File: src/rtl/disp_scan_4dig_pkg.sv
// Shared constants and helpers for the 4-digit display scanner, decoder and top level.
package disp_scan_4dig_pkg;

    // All anodes released (active low).
    localparam logic [3:0] AN_OFF = 4'b1111;
    // Decoder enable deasserted: decoder drives all segments off.
    localparam logic SEG_EN_OFF = 1'b1;

    localparam int unsigned DEFAULT_SCAN_DIV = 50000;
    localparam int unsigned DEFAULT_DEAD     = 16;

    // One display slot as presented to the pins.
    typedef struct packed {
        logic [3:0] an_n;
        logic       en_n;
        logic [3:0] data;
    } slot_out_t;

    localparam slot_out_t SLOT_OFF = '{an_n: AN_OFF, en_n: SEG_EN_OFF, data: 4'h0};

    // Bit i set when digit i is a leading zero; digit 0 is never blanked.
    function automatic logic [3:0] lz_blank_mask(input logic [15:0] v);
        logic [3:0] m;
        m[0] = 1'b0;
        m[1] = (v[15:4] == 12'h000);
        m[2] = (v[15:8] == 8'h00);
        m[3] = (v[15:12] == 4'h0);
        return m;
    endfunction

endpackage

File: src/rtl/disp_scan_4dig_scan_tick_gen.sv
// Slot counter (cnt) and digit index (idx) for the display scanner, with slot-phase flags.
module scan_tick_gen
    import disp_scan_4dig_pkg::*;
#(
    parameter int unsigned SCAN_DIV = DEFAULT_SCAN_DIV,
    parameter int unsigned DEAD     = DEFAULT_DEAD
) (
    input  logic       clk,
    input  logic       rst,
    output logic [1:0] idx,
    output logic       slot_start,
    output logic       dead_active,
    output logic       frame_end
);

    localparam int unsigned CntW = (SCAN_DIV > 1) ? $clog2(SCAN_DIV) : 1;
    localparam logic [CntW-1:0] CntLast = CntW'(SCAN_DIV - 1);
    localparam logic [CntW-1:0] CntDead = CntW'(DEAD);

    logic [CntW-1:0] cnt_q, cnt_d;
    logic [1:0]      idx_q, idx_d;
    logic            slot_last;

    assign slot_last = (cnt_q == CntLast);

    // Next state: cnt wraps at the slot end and carries into idx (2-bit wrap 3 -> 0).
    always_comb begin
        cnt_d = cnt_q + 1'b1;
        idx_d = idx_q;
        if (slot_last) begin
            cnt_d = '0;
            idx_d = idx_q + 2'd1;
        end
    end

    // Counter state; reset aborts any slot in progress.
    always_ff @(posedge clk or posedge rst) begin
        if (rst) begin
            cnt_q <= '0;
            idx_q <= 2'd0;
        end else begin
            cnt_q <= cnt_d;
            idx_q <= idx_d;
        end
    end

    // Phase flags decoded from the current state.
    always_comb begin
        idx         = idx_q;
        slot_start  = (cnt_q == '0);
        dead_active = (cnt_q < CntDead);
        frame_end   = slot_last && (idx_q == 2'd3);
    end

endmodule

File: src/rtl/disp_scan_4dig.sv
// Four-digit multiplexed 7-segment scanner: tear-free value updates, leading-zero
// blanking and per-digit blinking. Outputs lag the (idx, cnt) state by one cycle.
module disp_scan_4dig
    import disp_scan_4dig_pkg::*;
#(
    parameter int unsigned SCAN_DIV     = DEFAULT_SCAN_DIV, // >= 4
    parameter int unsigned DEAD         = DEFAULT_DEAD,     // < SCAN_DIV
    parameter int unsigned BLINK_FRAMES = 64                // >= 1
) (
    input  logic        clk,
    input  logic        rst,
    input  logic [15:0] value,
    input  logic        load,
    input  logic        blank_lz,
    input  logic [3:0]  blink_mask,
    output logic [3:0]  digit_data,
    output logic        digit_en_n,
    output logic [3:0]  an_n,
    output logic        frame_done
);

    localparam int unsigned BcW = (BLINK_FRAMES > 1) ? $clog2(BLINK_FRAMES) : 1;
    localparam logic [BcW-1:0] BcLast = BcW'(BLINK_FRAMES - 1);

    logic [1:0] idx;
    logic       slot_start;
    logic       dead_active;
    logic       frame_end;

    scan_tick_gen #(
        .SCAN_DIV (SCAN_DIV),
        .DEAD     (DEAD)
    ) u_tick (
        .clk         (clk),
        .rst         (rst),
        .idx         (idx),
        .slot_start  (slot_start),
        .dead_active (dead_active),
        .frame_end   (frame_end)
    );

    logic [15:0]    pend_val_q;
    logic           pend_flag_q;
    logic [15:0]    shown_val_q;
    logic           blink_ph_q;
    logic [BcW-1:0] blink_cnt_q;
    slot_out_t      slot_q, slot_d;
    logic           frame_done_q;
    logic [3:0]     blanked;

    // Double-buffered value: loads park in pend_*, the display only changes at a
    // frame boundary. A load on the boundary cycle itself waits for the next one.
    always_ff @(posedge clk or posedge rst) begin
        if (rst) begin
            pend_val_q  <= 16'h0000;
            pend_flag_q <= 1'b0;
            shown_val_q <= 16'h0000;
        end else begin
            if (load) begin
                pend_val_q <= value;
            end
            if (load) begin
                pend_flag_q <= 1'b1;
            end else if (frame_end) begin
                pend_flag_q <= 1'b0;
            end
            if (frame_end && pend_flag_q) begin
                shown_val_q <= pend_val_q;
            end
        end
    end

    // Blink phase flips once every BLINK_FRAMES frame boundaries.
    always_ff @(posedge clk or posedge rst) begin
        if (rst) begin
            blink_cnt_q <= '0;
            blink_ph_q  <= 1'b0;
        end else if (frame_end) begin
            if (blink_cnt_q == BcLast) begin
                blink_cnt_q <= '0;
                blink_ph_q  <= ~blink_ph_q;
            end else begin
                blink_cnt_q <= blink_cnt_q + 1'b1;
            end
        end
    end

    // Per-digit blank decision and next slot output.
    always_comb begin
        blanked = (blank_lz ? lz_blank_mask(shown_val_q) : 4'b0000)
                | (blink_ph_q ? blink_mask : 4'b0000);
        slot_d = SLOT_OFF;
        if (!dead_active && !blanked[idx]) begin
            slot_d.an_n = ~(4'b0001 << idx);
            slot_d.en_n = 1'b0;
            slot_d.data = shown_val_q[{idx, 2'b00} +: 4];
        end
    end

    // Registered pin outputs.
    always_ff @(posedge clk or posedge rst) begin
        if (rst) begin
            slot_q       <= SLOT_OFF;
            frame_done_q <= 1'b0;
        end else begin
            slot_q       <= slot_d;
            frame_done_q <= frame_end;
        end
    end

    // Every slot must open in the dead window when one is configured.
    always_ff @(posedge clk) begin
        if (!rst && slot_start && (DEAD > 0)) begin
            assert (dead_active);
        end
    end

    assign an_n       = slot_q.an_n;
    assign digit_en_n = slot_q.en_n;
    assign digit_data = slot_q.data;
    assign frame_done = frame_done_q;

endmodule
File: config.mk
export PLATFORM = sky130hd
export DESIGN_NAME = disp_scan_4dig
export DESIGN_NICKNAME = d
export VERILOG_FILES = /design/src/rtl/disp_scan_4dig_pkg.sv /design/src/rtl/disp_scan_4dig_scan_tick_gen.sv /design/src/rtl/disp_scan_4dig.sv
export SDC_FILE = /design/constraint.sdc
export NUM_CORES = 1
export LEC_CHECK = 0
export ABC_AREA = 1
export CORE_MARGIN = 10
export CORE_UTILIZATION = 45
export CTS_CLUSTER_DIAMETER = 40
export DETAILED_ROUTE_END_ITERATION = 12
export HOLD_SLACK_MARGIN = 0.15
export PLACE_DENSITY = 0.73
export SETUP_SLACK_MARGIN = 0.15
export SLEW_MARGIN = 5
export SYNTH_ARGS = -nofsm -noshare
export SYNTH_HDL_FRONTEND = slang
export SYNTH_SLANG_ARGS = --single-unit
File: constraint.sdc
create_clock -name clk -period 2 [get_ports clk]
set_input_delay 0.4 -clock clk [delete_from_list [all_inputs] [get_ports clk]]
set_output_delay 0.4 -clock clk [all_outputs]
set_load 0.05 [all_outputs]
==> qor.csv, run 1 <==
stage,metric,value,unit
routing,Routed WL,6580,µm
synthesis,Synth Flop Type,dfrtp_1,
final_layout,share of layout cells above drive strength 1,18.9,%
setup_path,crit path max fanout,16,
power,Leak,0.00190,µW
setup_path,crit end category,flop,
timing,Setup TNS Final,0,ns
synthesis,Synth cell types,29,
placed_design,DP Wirelength,4800,µm
timing,Max Clk Rate,0.576,GHz
final_layout,fin cells,522,
synthesis,synth top area cells,"dfrtp_1 (47%), nand2_1 (7.6%), inv_1 (5.2%), nor2_1 (4.9%), o21ai_0 (4.5%)",
clock_tree,H-tree levels,3,
final_layout,Nets,448,
setup_path,Worst EP required,2.24,ns
synthesis,Synth top area share,47.5,%
clock_tree,post-CTS setup buffer count,0,
global_route,first-pass GRT wire length,11500,µm
setup_path,worst-path cell chain,"ha_1, nand2_2, nor2_4, inv_2, nor2_4, nand2_4, nor2_8, nand2_4, nand2_2, o21ai_2",
timing,final setup violating endpoints,0,
job,MaxCap Viol Count,0,
setup_path,CP arrival,1.98,ns
setup_path,Worst setup SP type,flop,
global_route,total grt overflow,0,
floorplan,Starting Density,46.0,%
clock_tree,Max Buffers Root-to-Sink,2,
synthesis,Syn Nets,407,
power,worst vdd ir,0.363,mV
power,total power,2730,µW
timing,RSZ-0062 raised after global routing,true,
clock_tree,CTS tree,yes,
routing,Via Count,2515,
clock_tree,CTS Buf Count,9,
floorplan,die area,11200,µm²
routing,starting DRC count in detailed routing,132,
floorplan,Placement Rows,31,
global_route,vias in the first global route,2421,
timing,Fin. Hold Viols,0,
global_route,antenna violations before repair,0,
global_route,largest net degree at the start of global routing,69,
synthesis,"FF+latch count, synth",68,
clock_tree,Clk Tree Root Cell,clkbuf_8,
global_route,total track usage,12.3,%
clock_tree,Sink Count,68,
synthesis,Yosys warnings,0,
final_layout,Ant. Diodes,0,
setup_path,"Largest delay share family, worst path",simple AND/OR/NAND/NOR gates,
routing,TritonRoute pass-1 iters,4,
synthesis,Post-synth EDFFs,0,
timing,worst-case clock skew,0.0123,ns
routing,via/cell ratio,4.82,
setup_path,slowest cell delay on critical path,0.40,ns
power,PD cells,685,nW/µm²
routing,detailed-route wire length per cell,12.6,µm
floorplan,Core Area,7210,µm²
floorplan,die width,106,µm
placed_design,Placed Cells,505,
synthesis,asr flop ratio synth,100,%
synthesis,sequential fraction of the synthesis area,51.4,%
placed_design,GP Congestion,0.879,
clock_tree,clock transition at the registers of the reported paths,0.08,ns
setup_path,CP bufs+invs,1,
timing,minimum clock period,1.74,ns
placed_design,Port Buffers,33,
routing,Residual DRC,0,
timing,worst slew pin tran,0.511,ns
synthesis,Mapped Cells,377,
floorplan,I/O pins,34,
timing,Final period util,86.8,%
timing,max_slew headroom,66.0,%
setup_path,"Slowest-stage cell, CP",dfrtp_1,
outcome,status,"finished, final reports clean",
min_path,Hold Path Class,in2async,
final_layout,Filler Cells Inserted,650,
floorplan,die height,106,µm
final_layout,Layout area overhead,19.8,%
synthesis,Syn Area/Cell,8.81,µm²
clock_tree,"Clk Latency, worst-skew pair",0.35,ns
setup_path,Crit Path Class,reg2reg,
timing,final slew viol count,0,
synthesis,synthesized cell area,3320,µm²
routing,Antenna Violating Nets Remaining,0,
synthesis,"area leader, netlist",dfrtp_1,
==> cells in the final DEF, fill, tap and decap left out, drive strengths merged, types with 3 or more instances in the layout <==
master	n
a21oi	10
dlygate4sd2	5
nor3	7
o21ai	49
ha	6
clkbuf	9
inv	54
nand2	88
dfstp	5
dfrtp	63
xnor2	5
xor2	8
nor2	49
clkinvlp	3
buf	10
nand4	9
clkdlybuf4s50	23
nand3	14
==> metal layers <==
| layer | up-vias | wire length (µm) | track usage (%) | share of wire (%) |
|---|---|---|---|---|
| met1 | 1176 | 3110 | 15.8 | 47 |
| met5 | - | 0 | 0 | 0 |
| li1 | 1272 | - | - | - |
| met2 | 59 | 3110 | 19.3 | 47 |
| met4 | 0 | 100 | 5.80 | 1.5 |
| met3 | 8 | 264 | 2.78 | 4.0 |
==> registers in the layout (all words and copies together), names as in the netlist, 2 cells and up <==
signal	count
pend_val_q	16
u_tick.cnt_q	16
digit_data	4
blink_cnt_q	6
u_tick.idx	2
an_n	4
shown_val_q	16
==> logic make-up (layout without fill, tap and decap cells) <==
family,after synthesis,in the layout,synth area share (%)
xor gates and xnor gates,13,13,3.43
AOI/OAI and AO/OA,61,61,11.1
DFF,68,68,51.4
adders and majority gates,6,6,2.26
buffers and inverters,60,105,7.50
and+or+nand+nor,169,170,24.3
==> layout make-up <==
class	instances	area [µm²]	area share, %
clock buffers	9	124	3.11
clock inverters	7	82.6	2.07
inverters	51	195	4.90
multi-input cells	250	1390	34.8
flip-flops and latches	68	1710	42.9
well taps	99	124	3.11
repair buffers	38	362	9.09
==> through the flow <==
stage	utilization, %	hold slack (ns)	area, µm²	worst slack (ns)
global placement	52.1	0.468	3760	0.239
floorplan	-	0.454	3330	0.499
finish	55.2	0.478	3980	0.264
CTS	55.0	0.496	3970	0.260
detailed placement	52.1	0.479	3760	0.168
global route	55.2	0.515	3980	0.144
==> worst min-delay path, delay by kind of cell <==
family	cells	cell delay, ns
buf+inv	3	0.83
==> cells in the mapped netlist, drive strengths merged (4+ instances only) <==
| cell | count |
|---|---|
| buf | 4 |
| xor2 | 8 |
| dfrtp | 63 |
| nor2 | 49 |
| inv | 51 |
| nor3 | 7 |
| nand3 | 14 |
| nand2 | 87 |
| o21ai | 49 |
| dfstp | 5 |
| xnor2 | 5 |
| ha | 6 |
| clkbuf | 5 |
| nand4 | 9 |
| a21oi | 10 |
==> power by group <==
part,total [µW],switching [µW],internal [µW]
Sequential,1410,6.52,1400
Clock,1190,589,597
Combinational,133,73.4,59.1
==> path summary, 6_finish.rpt <==
check / from / to / slack (ns) / cells past startpoint
worst max register to register: u_tick.cnt_q[0]$_DFF_PP0_ / shown_val_q[3]$_DFFE_PP0P_ / 0.26 / 10
min in group clk: shown_val_q[0]$_DFFE_PP0P_ / shown_val_q[0]$_DFFE_PP0P_ / 0.50 / 2
worst min-delay path: rst / u_tick.cnt_q[2]$_DFF_PP0_ / 0.48 / 3
worst min register to register: shown_val_q[0]$_DFFE_PP0P_ / shown_val_q[0]$_DFFE_PP0P_ / 0.50 / 2
worst max-delay path: u_tick.cnt_q[0]$_DFF_PP0_ / shown_val_q[3]$_DFFE_PP0P_ / 0.26 / 10
max in group asynchronous: rst / an_n[3]$_DFF_PP1_ / 1.18 / 3
==> what timing repair did <==
action,CTS,global route
endpoints found under the setup margin,6,7
cloned,0,1
pin swaps,0,1
gates resized for setup,6,0
hold buffers,0,0
No activity file was read; power rests on OpenSTA's default activity.
==> run 2, diff against run 1 <==
--- a/config.mk
+++ b/config.mk
@@ -7,11 +7,11 @@
 export LEC_CHECK = 0
 export ABC_AREA = 1
 export CORE_MARGIN = 10
-export CORE_UTILIZATION = 45
+export CORE_UTILIZATION = 51
 export CTS_CLUSTER_DIAMETER = 40
 export DETAILED_ROUTE_END_ITERATION = 12
 export HOLD_SLACK_MARGIN = 0.15
-export PLACE_DENSITY = 0.73
+export PLACE_DENSITY = 0.81
 export SETUP_SLACK_MARGIN = 0.15
 export SLEW_MARGIN = 5
 export SYNTH_ARGS = -nofsm -noshare
==> qor.csv, run 2 (same netlist as run 1, synthesis figures left out) <==
stage,metric,value,unit,change
outcome,status,"finished, final reports clean",,
global_route,first-pass GRT wire length,11100,µm,-3.2%
placed_design,GP Congestion,0.928,,+5.5%
setup_path,slowest cell delay on critical path,0.40,ns,about the same
floorplan,Placement Rows,29,,-6.5%
floorplan,die height,101,µm,-4.9%
clock_tree,Sink Count,68,,unchanged
global_route,vias in the first global route,2444,,+0.95%
setup_path,crit path max fanout,32,,+16
final_layout,Ant. Diodes,0,,unchanged
placed_design,Port Buffers,33,,unchanged
routing,via/cell ratio,5.07,,+5.3%
routing,Via Count,2542,,+1.1%
global_route,total track usage,13.4,%,+1.1 points
routing,Antenna Violating Nets Remaining,0,,unchanged
clock_tree,Clk Tree Root Cell,clkbuf_8,,
setup_path,"Slowest-stage cell, CP",dfrtp_1,,
routing,Routed WL,6450,µm,-1.9%
global_route,antenna violations before repair,0,,unchanged
final_layout,Nets,449,,+0.22%
routing,detailed-route wire length per cell,12.9,µm,+2.2%
timing,Final period util,86.7,%,about the same
setup_path,r2r setup slk,0.27,ns,about the same
floorplan,die area,10100,µm²,-9.6%
setup_path,worst-path cell chain,"ha_1, nand2_2, nor2_4, inv_2, nor2_4, nand2_4, nor2_8, nand2_8, nand2_1, o21ai_2",,
power,Leak,0.00192,µW,+1.1%
global_route,total grt overflow,0,,unchanged
setup_path,Crit Path Class,reg2reg,,
clock_tree,clock transition at the registers of the reported paths,0.08,ns,about the same
final_layout,"Design Area, Final",3970,µm²,-0.19%
final_layout,Layout area overhead,19.6,%,
power,worst vdd ir,0.400,mV,+10%
timing,Fin. Hold Viols,0,,unchanged
final_layout,Top Registers,"pend_val_q: 16 flops, shown_val_q: 16 flops, u_tick.cnt_q: 16 flops",,
clock_tree,CTS Buf Count,9,,unchanged
timing,worst slew pin tran,0.500,ns,-0.0118 ns
setup_path,most frequent cell on the critical path,nor2_4,,
timing,max_slew headroom,66.8,%,+0.78 points
min_path,Hold Path Class,in2async,,
floorplan,I/O pins,34,,unchanged
setup_path,CP bufs+invs,1,,unchanged
timing,Setup TNS Final,0,ns,unchanged
routing,Residual DRC,0,,unchanged
timing,final setup violating endpoints,0,,unchanged
floorplan,Starting Density,52.3,%,+6.3 points
clock_tree,post-CTS setup buffer count,0,,unchanged
timing,minimum clock period,1.73,ns,-0.00110 ns
timing,Max Clk Rate,0.576,GHz,about the same
final_layout,share of layout cells above drive strength 1,19.1,%,+0.19 points
final_layout,most frequent cells in the layout,"nand2_1 (67), dfrtp_1 (63), inv_1 (45), nor2_1 (43), o21ai_0 (30)",,
setup_path,Worst EP required,2.23,ns,about the same
timing,final slew viol count,0,,unchanged
clock_tree,CTS Hold Buffers Added,0,,unchanged
job,MaxCap Viol Count,0,,unchanged
setup_path,crit end category,flop,,
floorplan,die width,101,µm,-4.9%
global_route,largest net degree at the start of global routing,35,,-49%
setup_path,Worst setup SP type,flop,,
clock_tree,Max Buffers Root-to-Sink,2,,unchanged
routing,starting DRC count in detailed routing,120,,-9.1%
timing,worst-case clock skew,0.00803,ns,-0.00425 ns
clock_tree,"Clk Latency, worst-skew pair",0.34,ns,about the same
placed_design,placed cell area,3750,µm²,-0.33%
floorplan,Core Area,6350,µm²,-12%
power,PD cells,706,nW/µm²,+3.0%
setup_path,"Largest delay share family, worst path",simple AND/OR/NAND/NOR gates,,
final_layout,"most common cell after layout, fill and taps aside",nand2_1,,
placed_design,DP Wirelength,4820,µm,+0.37%
clock_tree,H-tree levels,3,,unchanged
clock_tree,CTS tree,yes,,
routing,TritonRoute pass-1 iters,4,,unchanged
setup_path,CP arrival,1.96,ns,-0.02 ns
timing,RSZ-0062 raised after global routing,false,,
## run 2: worst paths after layout
| check | startpoint | endpoint | depth (start not counted) |
|---|---|---|---|
| min | rst | u_tick.idx[0]$_DFFE_PP0N_ | 2 |
| max reg2reg | u_tick.cnt_q[0]$_DFF_PP0_ | shown_val_q[13]$_DFFE_PP0P_ | 10 |
| max in group asynchronous | rst | digit_en_n$_DFF_PP1_ | 3 |
| min reg2reg | u_tick.cnt_q[0]$_DFF_PP0_ | u_tick.cnt_q[0]$_DFF_PP0_ | 1 |
| min in group clk | u_tick.cnt_q[0]$_DFF_PP0_ | u_tick.cnt_q[0]$_DFF_PP0_ | 1 |
| max | u_tick.cnt_q[0]$_DFF_PP0_ | shown_val_q[13]$_DFFE_PP0P_ | 10 |
## run 2: per-stage QoR
| stage | hold slack [ns] | std cells | utilization [%] | total power, µW | worst slack (ns) |
|---|---|---|---|---|---|
| after global routing | 0.358 | 501 | 62.6 | 2910 | 0.154 |
| after detailed placement | 0.478 | 485 | 59.0 | 1580 | 0.182 |
| after floorplan | 0.454 | 377 | - | 1500 | 0.499 |
| after global placement | 0.467 | 485 | 59.0 | 1570 | 0.253 |
| final | 0.349 | 501 | 62.6 | 2800 | 0.265 |
| after CTS | 0.352 | 501 | 62.4 | 2820 | 0.156 |
## run 2: routing by layer
metal  wire (µm)  up-vias  track usage, %
li1            -     1277               -
met1        3100     1193            17.4
met2        2920       63            20.8
met3         322        9            2.74
met4         112        0            6.63
met5           0        -               0
## run 2: worst reg2reg max path: cells and delay by family (launching register included)
family                   cells  cell delay [ns]
adder cells (fa/ha/maj)      1             0.20
flip-flops                   1             0.40
buffers and inverters        1             0.08
AND/OR/NAND/NOR              7             0.90
AO/OA/AOI/OAI                1             0.05
## run 2: cell type report
| type | count | area, µm² |
|---|---|---|
| Tap cell | 77 | 96.3 |
| Fill cell | 511 | 2380 |
| Inverter | 51 | 195 |
| Sequential cell | 68 | 1710 |
| Timing Repair Buffer | 40 | 377 |
| Clock inverter | 7 | 98.8 |
| Multi-Input combinational cell | 249 | 1370 |
| Clock buffer | 9 | 124 |
## run 2: what timing repair did
action,CTS,global route
cloned,0,0
endpoints found under the setup margin,5,16
gates resized for setup,5,1
## run 2: power breakdown
part	switching [µW]	internal [µW]	total, µW
clock	549	708	1260
combinational	75.3	61.5	137
sequential	7.32	1400	1410
